## config.mk

```make
export PLATFORM = sky130hd
export DESIGN_NAME = mod_reduction_scheduler
export DESIGN_NICKNAME = d
export VERILOG_FILES = /design/src/rtl/mod_reduction_scheduler.sv
export SDC_FILE = /design/constraint.sdc
export NUM_CORES = 1
export LEC_CHECK = 0
export ABC_AREA = 1
export BUFFER_PORTS_ARGS = -buffer_cell sky130_fd_sc_hd__buf_4
export CAP_MARGIN = 20
export CORE_AREA = 2 2 604 606
export CTS_BUF_LIST = sky130_fd_sc_hd__clkbuf_4
export DETAILED_ROUTE_END_ITERATION = 12
export DIE_AREA = 0 0 606 608
export HOLD_SLACK_MARGIN = 0.12
export SLEW_MARGIN = 5
export SYNTH_ARGS = -nofsm -noshare
export SYNTH_HDL_FRONTEND = slang
export SYNTH_SLANG_ARGS = --single-unit
```

## constraint.sdc

```tcl
create_clock -name clk -period 3.75 [get_ports clk]
set_input_delay 0.75 -clock clk [delete_from_list [all_inputs] [get_ports clk]]
set_output_delay 0.75 -clock clk [all_outputs]
set_load 0.01 [all_outputs]
```

## src/rtl/mod_reduction_scheduler.sv

```systemverilog
// Round-robin scheduler sharing one modular-reduction unit among NUM_REQ requesters, one op in flight.
// Optional watchdog (macro MODRED_TIMEOUT_EN) aborts a reduction that never reports done.
module mod_reduction_scheduler_lane #(
  parameter int AW = 256
) (
  input  logic          gnt,
  input  logic [AW-1:0] a,
  output logic [AW-1:0] sel
);
  assign sel = gnt ? a : '0;
endmodule

module mod_reduction_scheduler #(
  parameter int P              = 37,
  parameter int WIDTH          = 128,
  parameter int NUM_REQ        = 4,
  parameter int ID_W           = 2,
  parameter int TIMEOUT_CYCLES = 1024
) (
  input  logic                       clk,
  input  logic                       reset,
  input  logic [NUM_REQ-1:0]         req_valid,
  input  logic [NUM_REQ*2*WIDTH-1:0] req_a,
  output logic [NUM_REQ-1:0]         req_ready,
  output logic                       rsp_valid,
  output logic [ID_W-1:0]            rsp_id,
  output logic [WIDTH-1:0]           rsp_r,
  output logic                       rsp_err,
  output logic                       red_reset,
  output logic                       red_enable,
  output logic [2*WIDTH-1:0]         red_a,
  input  logic                       red_done,
  input  logic [WIDTH-1:0]           red_r
);
  localparam int AW = 2*WIDTH;
  localparam logic [ID_W:0] NREQ = (ID_W+1)'(NUM_REQ);

  if (NUM_REQ < 2 || NUM_REQ > 16 || ID_W != $clog2(NUM_REQ)) begin : g_cfg_err
    $error("mod_reduction_scheduler: bad NUM_REQ/ID_W");
  end
  if (P < 2 || TIMEOUT_CYCLES < 1) begin : g_cfg_err2
    $error("mod_reduction_scheduler: bad P/TIMEOUT_CYCLES");
  end

  typedef enum logic [1:0] {IDLE, ISSUE, WAIT, RESP} state_t;
  typedef struct packed {
    logic [ID_W-1:0]  id;
    logic [WIDTH-1:0] r;
    logic             err;
  } rsp_t;

  state_t                     state, nstate;
  rsp_t                       rsp_q;
  logic [ID_W-1:0]            rr_ptr, tag, gnt_idx;
  logic [ID_W:0]              idx, nxt_ptr;
  logic [NUM_REQ-1:0]         grant;
  logic [NUM_REQ-1:0][AW-1:0] lane_a;
  logic [AW-1:0]              gnt_a;
  logic                       xfer, take, tmo;

  for (genvar i = 0; i < NUM_REQ; i++) begin : g_lane
    mod_reduction_scheduler_lane #(.AW(AW)) u_lane (
      .gnt (grant[i]),
      .a   (req_a[i*AW +: AW]),
      .sel (lane_a[i])
    );
  end

  // First valid requester at or after rr_ptr, searching with wrap.
  always_comb begin
    grant   = '0;
    gnt_idx = '0;
    idx     = '0;
    for (int k = 0; k < NUM_REQ; k++) begin
      idx = {1'b0, rr_ptr} + k[ID_W:0];
      if (idx >= NREQ) idx = idx - NREQ;
      if (grant == '0 && req_valid[idx[ID_W-1:0]]) begin
        grant[idx[ID_W-1:0]] = 1'b1;
        gnt_idx              = idx[ID_W-1:0];
      end
    end
  end

  always_comb begin
    gnt_a = '0;
    for (int i = 0; i < NUM_REQ; i++) gnt_a |= lane_a[i];
  end

  always_comb begin
    nxt_ptr = {1'b0, gnt_idx} + (ID_W+1)'(1);
    if (nxt_ptr == NREQ) nxt_ptr = '0;
  end

  assign req_ready  = (state == IDLE && !reset) ? grant : '0;
  assign xfer       = |req_ready;
  assign take       = (state == WAIT) && red_done;
  assign red_enable = (state == ISSUE) && !reset;
  assign rsp_valid  = (state == RESP) && !reset;
  assign rsp_id     = rsp_q.id;
  assign rsp_r      = rsp_q.r;
  assign rsp_err    = rsp_q.err;

`ifdef MODRED_TIMEOUT_EN
  localparam int CNT_W = $clog2(TIMEOUT_CYCLES+1);
  localparam logic [CNT_W-1:0] TMO_LAST = CNT_W'(TIMEOUT_CYCLES-1);
  logic [CNT_W-1:0] wait_cnt;

  // A done arriving in the expiry cycle still completes normally.
  assign tmo       = (state == WAIT) && !red_done && (wait_cnt == TMO_LAST);
  assign red_reset = reset | tmo;

  always_ff @(posedge clk) begin
    if (reset || state == ISSUE) wait_cnt <= '0;
    else if (state == WAIT)      wait_cnt <= wait_cnt + CNT_W'(1);
  end
`else
  assign tmo       = 1'b0;
  assign red_reset = reset;
`endif

  always_comb begin
    nstate = state;
    case (state)
      IDLE:    if (xfer) nstate = ISSUE;
      ISSUE:   nstate = WAIT;
      WAIT:    if (take || tmo) nstate = RESP;
      RESP:    nstate = IDLE;
      default: nstate = IDLE;
    endcase
  end

  always_ff @(posedge clk) begin
    if (reset) begin
      state  <= IDLE;
      rr_ptr <= '0;
      tag    <= '0;
      red_a  <= '0;
      rsp_q  <= '0;
    end else begin
      state <= nstate;
      if (xfer) begin
        red_a  <= gnt_a;
        tag    <= gnt_idx;
        rr_ptr <= nxt_ptr[ID_W-1:0];
      end
      if (take)     rsp_q <= {tag, red_r, 1'b0};
      else if (tmo) rsp_q <= {tag, {WIDTH{1'b0}}, 1'b1};
    end
  end
endmodule

```

==> metrics.log <==
INFO  metric outcome = complete, but fails checks
INFO  metric violations = negative setup slack
INFO  metric use_met2 = ~28%
INFO  metric core_area = 0.362 sq mm
INFO  metric boundaryPins = 1553
INFO  metric tritoncts_sink_count = 392
INFO  metric critPathArrivalTime = roughly 3.7 ns
INFO  metric tritoncts.num_buffers = 137
INFO  metric initial_antenna_violation_count = 391
INFO  metric drt_first_pass_iters = 5
INFO  metric vertical_die_dimension = 608 um
INFO  metric rsz0062_at_grt = true
INFO  metric worst_setup_path_end_kind = output pin
INFO  metric drt_iter0_markers = 3329
INFO  metric hold_violation_total_from_the_final_report = 0
INFO  metric ant_nets = 0
INFO  metric p_leak = 23.0 nW
INFO  metric synthMostInstantiatedCell = nand2_1
INFO  metric die_area = between 0.3 and 0.4 sq mm
INFO  metric worstSetupStartpointType = flip-flop
INFO  metric synth.largest_area_cell = dfxtp_1
INFO  metric dpl.hpwl = 287 mm
INFO  metric flow.area_growth_from_synthesis = 160%
INFO  metric maxClockFrequency = 226 MHz
INFO  metric ys_ff_latch = 392
INFO  metric globalRoute.busiestLayer = met2
INFO  metric largest_cells_by_area_after_synthesis = dfxtp_1 38%, nand2_1 16%, nand3_1 11%, a21oi_1 11%, o21ai_1 5.6%
INFO  metric drv_cap = 0
INFO  metric cts_tree = yes
INFO  metric vias = about 38000
INFO  metric power.density = 829 mW/mm^2
INFO  metric clock_pin_slew_reported_for_the_worst_setup_and_hold_paths_after_clock_tree_synthesis = 0.06 ns
INFO  metric initial_utilization = 5.66%
INFO  metric min-delay-start = req_a[886]
INFO  metric remaining_global_route_overflow = 0
INFO  metric globalRouteMet1Util = 19.0%
INFO  metric gpl.final_weighted_congestion = just under 1
INFO  metric postSynthAreaPerCell = 6.49 sq um
INFO  metric async_set_or_reset_register_ratio_after_synthesis = 0%
INFO  metric share_of_layout_cells_above_drive_strength_1 = 34.6%
INFO  metric setup_viol_count_final = 19
INFO  metric edff_count_synth = 0
INFO  metric port-buffer-count = around 1600
INFO  metric finalWorstPathRequiredPeriod = approximately 4.4 ns
INFO  metric tightest_slew = 1.00 ns
INFO  metric post-synth-top-area-fraction = 38.3%
INFO  metric dp.cells = 9404
INFO  metric slew-limit-headroom = 33.1%
INFO  metric vdd_drop_max = between 0.5 and 0.6 mV
INFO  metric finalNetCount = 7066
INFO  metric timing.final.crit_share = 118%
INFO  metric holdWs = 0.249 ns
INFO  metric wirelength = 342 mm
INFO  metric grt_start_max_net_pins = ~180
INFO  metric clk_latency = 1.25 ns
INFO  metric synthTopCellsByCount = 861 x nand2_1, 451 x nand3_1, 439 x a21oi_1, 392 x dfxtp_1, 274 x nor2_1
INFO  metric timing_max_transition_violations_final = 0
INFO  metric route.detailed.drc = 0
INFO  metric synth_cells = 3158
INFO  metric grtUsageTotal = ~17%
INFO  metric vias_per_cell = roughly 3.5
INFO  metric worst_clock_skew = 0.0974 ns
INFO  metric worstPathRequired = 3.00 ns
INFO  metric mappedNetlistArea = 0.0205 sq mm
INFO  metric placement_rows = 221
INFO  metric fp.dieW = between 600 and 700 um
INFO  metric yosys_most_used_dff = dfxtp_1
INFO  metric netlist_cell_types = 33
INFO  metric ctsRootBufferMaster = clkbuf_4
INFO  metric global_route.usage.met3 = 8.76%
INFO  metric final.setup.tns = -3.57 ns
INFO  metric clk_path_buf_depth = 4
INFO  metric first_pass_grt_wire_length = between 400 and 500 mm
INFO  metric setup_ws = -0.679 ns
INFO  metric vias_in_the_first_global_route = between 30000 and 40000
INFO  metric avgRoutedWirePerCell = 31.3 um
INFO  metric critical_path.max_fanout = 11
INFO  metric cts-htree-levels = 4
INFO  metric timing.setup.critical_path_class = flip-flop to output pin
INFO  metric path_category_of_the_worst_min_delay_check = primary input to flip-flop
INFO  metric syn-num-nets = 4330
INFO  metric synth_warnings = 0
INFO  metric part_of_the_yosys_area_used_for_sequential_elements = a little under two fifths
INFO  metric num-fill-cells = 41500
INFO  metric layout.cells.non_filler = approximately 11000
## cells in the final DEF (no fill, tap or decap), drive strengths merged, types with 5 or more instances in the layout
cell	count
inv	34
dlygate4sd3	1085
clkbuf	210
nor2	279
diode	151
nand3	459
nand2	870
o21ai	395
ha	13
buf	1762
a21oi	441
clkinv	28
dfxtp	392
bufinv	5
## registers in the layout, indices dropped and copies added (netlist names), named ones only
name and cells:
rr_ptr 1, state 2, tag 2, rsp_r 128
rsp_id 2, red_a 256
## worst max-delay path: stages (launching register included)
cell	delay [ns]
dfxtp_2	0.34
buf_8	0.15
ha_4	0.19
o31ai_4	0.39
nand3_2	0.17
nand3_2	0.12
nor2_4	0.06
nand3_1	0.07
nand2_2	0.10
nor2_4	0.15
buf_6	0.12
nand3_4	0.08
nand2_8	0.13
nand2_4	0.07
buf_8	0.17
inv_1	0.06
buf_4	0.11
## timing repair
item                       4_1_cts  5_1_grt
pin swaps                       18       36
setup endpoints to repair       56      182
hold buffers                  1086        5
hold endpoints to repair       385        5
resized for setup               43       86
gates cloned                     0       20
buffers inserted                13       29
## per-stage QoR
| step | utilization [%] | cell area [sq um] | total power, mW | worst slack, ns |
|---|---|---|---|---|
| after floorplan | - | 20500 | 18.6 | 0.788 |
| after global placement | 10.7 | 38900 | 33.0 | -0.179 |
| after detailed placement | 10.7 | 38900 | 33.0 | -0.158 |
| after CTS | 14.3 | 51700 | 41.2 | -0.939 |
| after global routing | 14.7 | 53100 | 46.6 | -0.915 |
| final | 14.7 | 53300 | 44.2 | -0.679 |
## power by group
group	total, mW	internal (mW)	switching [mW]	leakage [nW]
registers	6.45	5.58	0.874	3.22
clock network	5.27	2.66	2.61	1.02
logic	32.4	12.2	20.3	18.8
## area by class of cell
type                            count  area [sq um]  area share (%)
Timing Repair Buffer             2867         25700            48.3
Multi-Input combinational cell   2464         11500            21.5
Sequential cell                   392          7850            14.7
Tap cell                         4794          6000            11.3
Clock buffer                      190          1430            2.68
Antenna cell                      151           378           0.709
Clock inverter                     35           284           0.533
Inverter                           32           143           0.268
## path summary, 6_finish.rpt
kind	end	cells past startpoint	slack, ns
min reg2reg	red_a[63]	2	0.46
min	red_a[118]	5	0.25
max reg2reg	red_a[36]	18	-0.11
max	req_ready[3]	16	-0.68
## cells by family (layout without fill, tap and decap cells)
family                     count (synthesis)  after routing  share of synthesized area, %
buffers and inverters                    302           3124                          7.34
xor gates and xnor gates                   1              1                        0.0428
adders and majority gates                 13             13                         0.794
AOI/OAI and AO/OA                        840            840                          20.7
other                                      1            152                        0.0183
DFF                                      392            392                          38.3
and+or+nand+nor                         1609           1609                          32.8
## metal layers
layer	up-vias	part of all wire [%]
met1	17900	37
met3	1101	13
li1	16300	-
met2	2717	45
met5	-	0.39
met4	200	5.0
Note: power is estimated with default switching activity, not from simulation.
